==> config.mk <==
export PLATFORM = sky130hd
export DESIGN_NAME = pipe_stage_reg
export DESIGN_NICKNAME = d
export VERILOG_FILES = /design/src/rtl/cpu_pkg.sv /design/src/rtl/pipe_skid_entry.sv /design/src/rtl/pipe_stage_reg.sv
export SDC_FILE = /design/constraint.sdc
export NUM_CORES = 1
export LEC_CHECK = 0
export ABC_AREA = 1
export CORE_UTILIZATION = 50
export DETAILED_ROUTE_END_ITERATION = 8
export DONT_BUFFER_PORTS = 1
export PLACE_DENSITY = 0.75
export SLEW_MARGIN = 5
export SYNTH_ARGS = -nofsm -noshare
export SYNTH_HDL_FRONTEND = slang
export SYNTH_SLANG_ARGS = --single-unit
==> constraint.sdc <==
create_clock -name Clk -period 3.8 [get_ports Clk]
set_input_delay 0.38 -clock Clk [delete_from_list [all_inputs] [get_ports Clk]]
set_output_delay 0.38 -clock Clk [all_outputs]
set_load 0.005 [all_outputs]
==> src/rtl/cpu_pkg.sv <==
// Shared CPU pipeline types: PC/instruction widths and inter-stage payload layouts.
// Stage registers size their payloads from these typedefs.
package cpu_pkg;

  localparam int PC_W    = 32;
  localparam int INSTR_W = 32;

  localparam logic [INSTR_W-1:0] NOP_INSTR = 32'h0;

  typedef struct packed {
    logic [PC_W-1:0]    pc;
    logic [INSTR_W-1:0] instr;
  } fd_payload_t;

  localparam int FD_PAYLOAD_W = $bits(fd_payload_t);

  // Cleared F->D latch: nop at PC 0.
  localparam fd_payload_t FD_RESET_PAYLOAD = '{pc: '0, instr: NOP_INSTR};

  function automatic fd_payload_t fd_pack(input logic [PC_W-1:0] pc,
                                          input logic [INSTR_W-1:0] instr);
    fd_payload_t p;
    p.pc    = pc;
    p.instr = instr;
    return p;
  endfunction

endpackage

==> src/rtl/pipe_skid_entry.sv <==
// One valid+data holding register with load/drop; Reset or kill returns it to RESET_VAL.
// Load wins over drop; data only moves on load so idle input X never reaches the flop.
module pipe_skid_entry #(
  parameter int             W         = 64,
  parameter logic [W-1:0]   RESET_VAL = '0
) (
  input  logic         Clk,
  input  logic         Reset,
  input  logic         kill,
  input  logic         load,
  input  logic         drop,
  input  logic [W-1:0] load_data,
  output logic         valid,
  output logic [W-1:0] data
);

  always_ff @(posedge Clk) begin
    if (Reset || kill) begin
      valid <= 1'b0;
      data  <= RESET_VAL;
    end else if (load) begin
      valid <= 1'b1;
      data  <= load_data;
    end else if (drop) begin
      valid <= 1'b0;
    end
  end

endmodule

==> src/rtl/pipe_stage_reg.sv <==
// Valid/ready pipeline latch, 1-cycle latency, full throughput; SKID=1 adds a second entry
// so In_Ready comes from a flop, SKID=0 passes downstream ready through combinationally.
module pipe_stage_reg
  import cpu_pkg::*;
#(
  parameter int                     PAYLOAD_W     = FD_PAYLOAD_W,
  parameter logic [PAYLOAD_W-1:0]   RESET_PAYLOAD = '0,
  parameter int                     SKID          = 1
) (
  input  logic                 Clk,
  input  logic                 Reset,
  input  logic                 Flush,
  input  logic                 In_Valid,
  output logic                 In_Ready,
  input  logic [PAYLOAD_W-1:0] In_Data,
  output logic                 Out_Valid,
  input  logic                 Out_Ready,
  output logic [PAYLOAD_W-1:0] Out_Data,
  output logic [1:0]           Occupancy
);

  logic                 accept;
  logic                 drain;
  logic                 main_vld;
  logic [PAYLOAD_W-1:0] main_dat;
  logic                 main_load;
  logic                 main_drop;
  logic [PAYLOAD_W-1:0] main_src;
  logic [1:0]           occ_nxt;

  assign accept    = In_Valid & In_Ready;
  assign drain     = main_vld & Out_Ready;
  assign Out_Valid = main_vld;
  assign Out_Data  = main_dat;

  pipe_skid_entry #(
    .W         (PAYLOAD_W),
    .RESET_VAL (RESET_PAYLOAD)
  ) u_main (
    .Clk       (Clk),
    .Reset     (Reset),
    .kill      (Flush),
    .load      (main_load),
    .drop      (main_drop),
    .load_data (main_src),
    .valid     (main_vld),
    .data      (main_dat)
  );

  if (SKID != 0) begin : g_skid
    logic                 skid_vld;
    logic [PAYLOAD_W-1:0] skid_dat;
    logic                 skid_load;
    logic                 skid_drop;
    logic                 main_vld_nxt;
    logic                 skid_vld_nxt;

    // skid_vld is itself a flop, so the ready path stops here.
    assign In_Ready = ~skid_vld;

    always_comb begin
      main_load = 1'b0;
      main_drop = 1'b0;
      main_src  = In_Data;
      skid_load = 1'b0;
      skid_drop = 1'b0;
      if (skid_vld) begin
        // Full: refill main from skid in order; no accept is possible here.
        if (drain) begin
          main_load = 1'b1;
          main_src  = skid_dat;
          skid_drop = 1'b1;
        end
      end else if (main_vld) begin
        if (drain && accept) begin
          main_load = 1'b1;
        end else if (drain) begin
          main_drop = 1'b1;
        end else if (accept) begin
          skid_load = 1'b1;
        end
      end else if (accept) begin
        main_load = 1'b1;
      end
    end

    assign main_vld_nxt = main_load | (main_vld & ~main_drop);
    assign skid_vld_nxt = skid_load | (skid_vld & ~skid_drop);
    assign occ_nxt      = {1'b0, main_vld_nxt} + {1'b0, skid_vld_nxt};

    pipe_skid_entry #(
      .W         (PAYLOAD_W),
      .RESET_VAL (RESET_PAYLOAD)
    ) u_skid (
      .Clk       (Clk),
      .Reset     (Reset),
      .kill      (Flush),
      .load      (skid_load),
      .drop      (skid_drop),
      .load_data (In_Data),
      .valid     (skid_vld),
      .data      (skid_dat)
    );
  end else begin : g_single
    logic main_vld_nxt;

    assign In_Ready = ~main_vld | Out_Ready;

    always_comb begin
      main_load = accept;
      main_drop = drain & ~accept;
      main_src  = In_Data;
    end

    assign main_vld_nxt = main_load | (main_vld & ~main_drop);
    assign occ_nxt      = {1'b0, main_vld_nxt};
  end

  always_ff @(posedge Clk) begin
    if (Reset || Flush) begin
      Occupancy <= 2'd0;
    end else begin
      Occupancy <= occ_nxt;
    end
  end

endmodule
==> impl_metrics.prom, run 1 <==
# TYPE chip_impl_metric gauge
chip_impl_metric{name="synth_sequential_area_ratio",unit="%"} 42.8
chip_impl_metric{name="finalWeightedCongestion",unit=""} 0.727
chip_impl_metric{name="synth_top_area_share",unit="%"} 42.8
chip_impl_metric{name="clock_latency",unit="ns"} 0.41
chip_impl_metric{name="die_area",unit="um^2"} 12800
chip_impl_metric{name="critical_path_peak_fanout",unit=""} 72
chip_impl_metric{name="yosysWarningCount",unit=""} 0
chip_impl_metric{name="via_density_per_instance",unit=""} 4.68
chip_impl_metric{name="post-layout-total-power",unit="W"} 0.00326
chip_impl_metric{name="via_count",unit=""} 5198
chip_impl_metric{name="fin_setup_tns",unit="ns"} 0
chip_impl_metric{name="fillers",unit=""} 1211
chip_impl_metric{name="synth_fp_nets",unit=""} 1057
chip_impl_metric{name="timing.max_cap.violations",unit=""} 0
chip_impl_metric{name="routed_wl",unit="mm"} 13.6
chip_impl_metric{name="drv_slew",unit=""} 0
chip_impl_info{name="synthDominantAreaCellType",value="dfxtp_1"} 1
chip_impl_metric{name="grt_pass1_wl",unit="mm"} 22.7
chip_impl_metric{name="fin_nets",unit=""} 1021
chip_impl_info{name="cts_root_buf",value="clkbuf_16"} 1
chip_impl_metric{name="ioPinCount",unit=""} 137
chip_impl_metric{name="relSlewSlack",unit="%"} 42.5
chip_impl_metric{name="post_cts.resized_instances",unit=""} 0
chip_impl_metric{name="setup_ws",unit="ns"} 1.64
chip_impl_metric{name="dr.pass1.iters",unit=""} 4
chip_impl_metric{name="hold_ws",unit="ns"} 0.120
chip_impl_metric{name="grt_use_total",unit="%"} 22.2
chip_impl_metric{name="cts_inserted_buffers",unit=""} 17
chip_impl_metric{name="floorplan.core_area",unit="um^2"} 12000
chip_impl_metric{name="worst-slew-pin-transition",unit="ns"} 0.859
chip_impl_metric{name="cts_max_level",unit=""} 4
chip_impl_metric{name="arrival",unit="ns"} 2.47
chip_impl_info{name="worst-setup-path-type",value="reg -> reg"} 1
chip_impl_metric{name="synth.cell_area",unit="um^2"} 6180
chip_impl_info{name="worst_setup_path_start_kind",value="register"} 1
chip_impl_metric{name="finalCritPeriodShare",unit="%"} 56.9
chip_impl_metric{name="detailedPlacementHpwl",unit="mm"} 7.86
chip_impl_metric{name="first_global_vias",unit=""} 4808
chip_impl_metric{name="layout-drive-gt1-share",unit="%"} 4.57
chip_impl_info{name="synthTopCellsByArea",value="dfxtp_1 43%, nor2_1 20%, nand2_1 12%, inv_1 8.0%, nand3_1 5.3%"} 1
chip_impl_metric{name="die_height",unit="um"} 113
chip_impl_metric{name="place.port_buffers",unit=""} 0
chip_impl_metric{name="setup_violations",unit=""} 0
chip_impl_metric{name="fin_crit",unit="ns"} 2.16
chip_impl_metric{name="ant_nets",unit=""} 0
chip_impl_metric{name="cts_sinks",unit=""} 132
chip_impl_metric{name="fmax",unit="MHz"} 462
chip_impl_metric{name="cellLeakagePower",unit="nW"} 2.79
chip_impl_metric{name="required",unit="ns"} 4.11
chip_impl_metric{name="grt_start_max_net_pins",unit=""} 130
chip_impl_info{name="tritoncts",value="done"} 1
chip_impl_metric{name="power_density",unit="nW/um^2"} 488
chip_impl_metric{name="initial_antenna_violation_count",unit=""} 0
chip_impl_metric{name="cts.path.max_buffers",unit=""} 2
chip_impl_metric{name="area_growth_syn_to_layout",unit="%"} 7.84
chip_impl_metric{name="die_w",unit="um"} 113
chip_impl_metric{name="hold_fix_buffers_at_cts",unit=""} 0
chip_impl_metric{name="post-place-ws",unit="ns"} 1.66
chip_impl_metric{name="cts_post_setup_buffers_inserted",unit=""} 0
chip_impl_info{name="endpoint_kind",value="register"} 1
chip_impl_metric{name="clock_skew",unit="ns"} 0.00547
chip_impl_info{name="rsz_0062_raised_after_global_routing",value="no"} 1
chip_impl_metric{name="starting_density_of_the_core",unit="%"} 51.4
chip_impl_metric{name="num_antenna_cells",unit=""} 0
chip_impl_metric{name="global_route.overflow_total",unit=""} 0
chip_impl_metric{name="synth.avg_cell_area",unit="um^2"} 6.26
chip_impl_metric{name="drt_iter0_markers",unit=""} 353
chip_impl_metric{name="cts.reportedPaths.clkPinSlew",unit="ns"} 0.05
chip_impl_info{name="status",value="finished, final reports clean"} 1
chip_impl_metric{name="hold_viol_final",unit=""} 0
chip_impl_metric{name="postSynthCellCount",unit=""} 987
chip_impl_metric{name="ir_worst_vdd",unit="V"} 0.000334
chip_impl_metric{name="netlist-cell-type-count",unit=""} 17
chip_impl_metric{name="routedWlPerCell",unit="um"} 12.3
chip_impl_info{name="timing.hold.worst.class",value="in -> reg"} 1
chip_impl_metric{name="synth-seq-cells",unit=""} 132
chip_impl_metric{name="drt_drc_violations_left",unit=""} 0
chip_impl_metric{name="floorplan.rows",unit=""} 40
-- registers in the layout, indices dropped and copies added (netlist names) --
register / count
Occupancy: 2
g_skid.u_skid.data: 64
u_main.valid: 1
u_main.data: 64
g_skid.u_skid.valid: 1
-- synthesized netlist by cell type --
master	count
inv_1	131
nand2_1	197
buf_6	10
dfxtp_1	132
buf_2	29
ha_1	1
a21oi_1	2
nor2_1	323
o21ai_1	40
nand2_2	4
clkbuf_1	15
buf_4	7
buf_1	1
o21ai_0	24
nor2_4	1
inv_2	5
nand3_1	65
-- layout make-up --
class	instances	area (um^2)	area share (%)
timing repair buffer	7	77.6	1.16
clock buffer	27	503	7.55
clock inverter	4	70.1	1.05
tap	147	184	2.76
inverter	136	510	7.66
sequential	132	2640	39.7
multi-input combinational	657	2680	40.2
-- layer usage --
metal  GRT usage, %  wire length [um]  up-vias  share of wire, %
met5              0                 0        -                 0
met4           9.74               284        0               2.1
met3           7.66              1050       20               7.7
met2           38.4              6390      136                47
met1           24.6              5910     2198                43
li1               -                 -     2844                 -
-- final timing paths --
check / from / endpoint / depth (start not counted) / slack, ns
max: u_main.valid / u_main.data[30] / 6 / 1.64
max reg2reg: u_main.valid / u_main.data[30] / 6 / 1.64
min reg2reg: g_skid.u_skid.data[2] / g_skid.u_skid.data[2] / 2 / 0.48
min: In_Data[56] / g_skid.u_skid.data[56] / 2 / 0.12
-- cells in the final DEF (no fill, tap or decap), types with 5 or more instances in the layout --
master,Yosys,routed
buf_4,7,5
clkbuf_1,15,6
clkbuf_16,0,17
dfxtp_1,132,132
inv_1,131,131
inv_2,5,5
nand2_1,197,197
nand3_1,65,64
nor2_1,323,322
o21ai_0,24,24
o21ai_1,40,40
-- logic make-up after synthesis --
kind of cell | after synthesis | share of synthesized area [%]
adders and majority gates | 1 | 0.202
AOI/OAI and AO/OA | 66 | 5.35
and+or+nand+nor | 590 | 37.4
buffers and inverters | 198 | 14.3
DFF | 132 | 42.8
-- power by group --
part | total [W] | leakage [nW] | internal [W] | switching (W)
Combinational | 0.000219 | 1.44 | 0.0000775 | 0.000141
Sequential | 0.00145 | 1.07 | 0.00142 | 0.0000286
Clock | 0.00158 | 0.281 | 0.00103 | 0.000553
Total | 0.00326 | 2.79 | 0.00253 | 0.000723
-- stage by stage --
| stage | cells | cell area, um^2 | util, % |
|---|---|---|---|
| global placement | 1079 | 6090 | 50.7 |
| CTS | 1110 | 6660 | 55.5 |
| global route | 1110 | 6660 | 55.5 |
| finish | 1110 | 6660 | 55.5 |
| floorplan | 987 | 6180 | - |
| detailed placement | 1079 | 6090 | 50.7 |
-- critical path, stage by stage (launching register included) --
cell	delay, ns
dfxtp_1	0.45
nand3_4	0.61
buf_4	0.57
nand2_1	0.12
nand3_1	0.07
nor2_1	0.12
nor2_1	0.04
Power figures use the tool's default switching activity.
==> inputs of run 2 (changes only) <==
ABC_AREA = 0   (was 1)
PLACE_DENSITY = 0.78   (was 0.75)
clock period = 1.8 ns   (was 3.8 ns; I/O delays follow)
==> run 2 against run 1 <==
Critical path type unchanged. First-iteration DRC count shrank 38%. Critical path depth shrank 2. Non-clock buffer count grew 74. Clock skew shrank 0.0024 ns. Highest routed layer unchanged.
==> impl_metrics.prom, run 2 <==
# TYPE chip_impl_metric gauge
chip_impl_metric{name="fraction_of_power_consumed_by_the_clock_network",unit="%"} 47.4
chip_impl_metric{name="placed_standard_cell_area",unit="um^2"} 5110
chip_impl_metric{name="via_density_per_instance",unit=""} 5.75
chip_impl_metric{name="fin_area",unit="um^2"} 6310
chip_impl_metric{name="via_count",unit=""} 4112
chip_impl_metric{name="synth_edf_count",unit=""} 0
chip_impl_info{name="timing.hold.worst.class",value="in -> reg"} 1
chip_impl_metric{name="dr.pass1.iters",unit=""} 4
chip_impl_metric{name="relSlewSlack",unit="%"} 53.0
chip_impl_metric{name="initial_antenna_violation_count",unit=""} 0
chip_impl_info{name="reg.largest.list",value="g_skid.u_skid.data: 64 flops, u_main.data: 64 flops, Occupancy: 2 flops"} 1
chip_impl_metric{name="synth.cell_area",unit="um^2"} 5110
chip_impl_metric{name="power_density",unit="nW/um^2"} 1060
chip_impl_metric{name="seq_area",unit="um^2"} 2640
chip_impl_metric{name="fmax",unit="MHz"} 666
chip_impl_metric{name="p_sw_share",unit="%"} 21.8
chip_impl_metric{name="intPower",unit="W"} 0.00524
chip_impl_metric{name="cellLeakagePower",unit="nW"} 2.19
chip_impl_metric{name="hold_ws",unit="ns"} 0.0348
chip_impl_metric{name="worst-slew-pin-transition",unit="ns"} 0.705
chip_impl_metric{name="met1_grt_util",unit="%"} 27.9
chip_impl_metric{name="synth.avg_cell_area",unit="um^2"} 9.82
chip_impl_metric{name="cts.reportedPaths.clkPinSlew",unit="ns"} 0.05
chip_impl_info{name="final_common_cell",value="dfxtp_1"} 1
chip_impl_metric{name="netlist-cell-type-count",unit=""} 23
chip_impl_metric{name="synth_top_area_share",unit="%"} 51.7
chip_impl_info{name="synthTopCellsByArea",value="dfxtp_1 52%, o221a_1 13%, nand2_1 9.5%, o21a_1 9.4%, a21oi_1 6.6%"} 1
chip_impl_metric{name="drt_drc_violations_left",unit=""} 0
chip_impl_metric{name="synth-seq-cells",unit=""} 132
chip_impl_metric{name="grt_pass1_wl",unit="mm"} 20.0
chip_impl_metric{name="synth_fp_nets",unit=""} 591
chip_impl_metric{name="die_area",unit="um^2"} 10600
chip_impl_metric{name="cts_post_setup_buffers_inserted",unit=""} 0
chip_impl_metric{name="ir_worst_vdd",unit="V"} 0.000550
chip_impl_metric{name="global_route.overflow_total",unit=""} 0
chip_impl_metric{name="ant_nets",unit=""} 0
chip_impl_info{name="worst_setup_path_start_kind",value="register"} 1
chip_impl_info{name="endpoint_kind",value="register"} 1
chip_impl_metric{name="proportion_of_synthesized_flip_flops_having_asynchronous_set_or_reset",unit="%"} 0
chip_impl_metric{name="multi_input_area",unit="um^2"} 2170
chip_impl_metric{name="ioPinCount",unit=""} 137
chip_impl_metric{name="cts_inserted_buffers",unit=""} 17
chip_impl_metric{name="critical_path_peak_fanout",unit=""} 30
chip_impl_metric{name="routedWlPerCell",unit="um"} 17.9
chip_impl_metric{name="area_growth_syn_to_layout",unit="%"} 23.4
chip_impl_metric{name="cts_max_level",unit=""} 4
chip_impl_metric{name="cts_sinks",unit=""} 132
chip_impl_metric{name="floorplan.rows",unit=""} 36
chip_impl_metric{name="gr-usage-met3",unit="%"} 7.05
chip_impl_metric{name="post_cts.resized_instances",unit=""} 0
chip_impl_metric{name="layout-drive-gt1-share",unit="%"} 9.11
chip_impl_metric{name="p_comb_share",unit="%"} 6.9
chip_impl_metric{name="num_antenna_cells",unit=""} 0
chip_impl_info{name="worst-setup-path-type",value="reg -> reg"} 1
chip_impl_metric{name="starting_density_of_the_core",unit="%"} 51.9
chip_impl_metric{name="p_sw",unit="W"} 0.00146
chip_impl_metric{name="routed_wl",unit="mm"} 12.8
chip_impl_info{name="synthMostInstantiatedCell",value="dfxtp_1"} 1
chip_impl_info{name="most_frequent_cells_in_the_layout",value="132 x dfxtp_1, 130 x nand2_1, 67 x a21oi_1, 66 x dlygate4sd3_1, 64 x o21a_1"} 1
chip_impl_metric{name="setup_violations",unit=""} 0
chip_impl_metric{name="fin_crit",unit="ns"} 1.50
chip_impl_metric{name="place.port_buffers",unit=""} 0
chip_impl_metric{name="synth_sequential_area_ratio",unit="%"} 51.7
chip_impl_metric{name="hold_fix_buffers_at_cts",unit=""} 66
chip_impl_info{name="tritoncts",value="done"} 1
chip_impl_metric{name="fin_nets",unit=""} 642
chip_impl_metric{name="fillers",unit=""} 747
chip_impl_metric{name="hold_viol_final",unit=""} 0
chip_impl_metric{name="finalWeightedCongestion",unit=""} 0.738
chip_impl_metric{name="detailedPlacementHpwl",unit="mm"} 7.48
chip_impl_metric{name="power_frac_seq",unit="%"} 45.7
chip_impl_metric{name="fin_setup_tns",unit="ns"} 0
chip_impl_metric{name="finalCritPeriodShare",unit="%"} 83.5
chip_impl_metric{name="required",unit="ns"} 2.25
chip_impl_metric{name="grt_start_max_net_pins",unit=""} 68
chip_impl_metric{name="die_height",unit="um"} 103
chip_impl_metric{name="drt_iter0_markers",unit=""} 220
chip_impl_metric{name="grt_use_total",unit="%"} 24.9
chip_impl_metric{name="grtUsageMet2",unit="%"} 43.7
chip_impl_metric{name="timing.max_cap.violations",unit=""} 0
chip_impl_info{name="cts_root_buf",value="clkbuf_8"} 1
chip_impl_info{name="status",value="finished, final reports clean"} 1
chip_impl_info{name="top_usage_layer",value="met2"} 1
chip_impl_metric{name="postLayoutCoreUtil",unit="%"} 64.0
chip_impl_metric{name="clock_latency",unit="ns"} 0.51
chip_impl_metric{name="floorplan.core_area",unit="um^2"} 9860
chip_impl_metric{name="first_global_vias",unit=""} 4160
chip_impl_info{name="synth_flop_cell",value="dfxtp_1"} 1
chip_impl_info{name="synthDominantAreaCellType",value="dfxtp_1"} 1
chip_impl_info{name="rsz_0062_raised_after_global_routing",value="no"} 1
chip_impl_info{name="synth_cell_count_leaders",value="132 x dfxtp_1, 130 x nand2_1, 67 x a21oi_1"} 1
chip_impl_metric{name="cts.path.max_buffers",unit=""} 2
chip_impl_metric{name="clock_skew",unit="ns"} 0.00310
chip_impl_metric{name="timing.reg2reg.setup_slack",unit="ns"} 0.30
chip_impl_metric{name="arrival",unit="ns"} 1.95
chip_impl_metric{name="drv_slew",unit=""} 0
chip_impl_metric{name="yosysWarningCount",unit=""} 0
chip_impl_metric{name="die_w",unit="um"} 103
chip_impl_metric{name="postSynthCellCount",unit=""} 521
==> run 2: layout make-up <==
class,count,area share [%]
Clock buffer,23,7.24
Inverter,2,0.119
Timing Repair Buffer,81,12.5
Clock inverter,6,1.27
Tap cell,133,2.64
Multi-Input combinational cell,338,34.4
Sequential cell,132,41.9
==> run 2: critical path, stage by stage (launching register included) <==
cell     delay [ns]
dfxtp_1        0.46
nand2_1        0.14
a22oi_4        0.20
buf_4          0.35
o221a_1        0.26
==> run 2: final timing paths <==
path	startpoint	end	depth (start not counted)
worst min-delay path	In_Valid	g_skid.u_skid.valid	3
worst max-delay path	g_skid.u_skid.valid	u_main.data[52]	4
worst min register to register	g_skid.u_skid.data[12]	g_skid.u_skid.data[12]	2
worst max register to register	g_skid.u_skid.valid	u_main.data[52]	4
==> run 2: kinds of logic (layout without fill, tap and decap cells) <==
family,after synthesis,count (layout),share of synthesized area (%)
AOI/OAI and AO/OA,198,198,30.7
and+or+nand+nor,139,139,11.0
DFF,132,132,51.7
buffers and inverters,51,112,6.36
adders and majority gates,1,1,0.245
==> run 2: metrics by stage <==
| step | total power (W) | setup slack (ns) | cells |
|---|---|---|---|
| 2_1_floorplan | 0.00339 | 0.485 | 521 |
| 3_3_place_gp | 0.00343 | 0.392 | 620 |
| 3_5_place_dp | 0.00344 | 0.292 | 620 |
| 4_1_cts | 0.00675 | 0.277 | 715 |
| 5_1_grt | 0.00693 | 0.189 | 715 |
| 6_report | 0.00670 | 0.297 | 715 |
==> run 2: per-layer routing <==
| layer | part of all wire [%] | up-vias | routed length [um] |
|---|---|---|---|
| met3 | 6.1 | 12 | 778 |
| met5 | 0 | - | 0 |
| met1 | 44 | 2002 | 5580 |
| met2 | 49 | 124 | 6280 |
| li1 | - | 1974 | - |
| met4 | 1.1 | 0 | 141 |
==> run 2: power groups by stage <==
stage / logic [W] / clock network, W / registers (W)
floorplan: 0.000283 / 0 / 0.00310
global placement: 0.000306 / 0 / 0.00312
detailed placement: 0.000316 / 0 / 0.00312
CTS: 0.000457 / 0.00323 / 0.00306
global route: 0.000497 / 0.00336 / 0.00307
finish: 0.000463 / 0.00318 / 0.00306
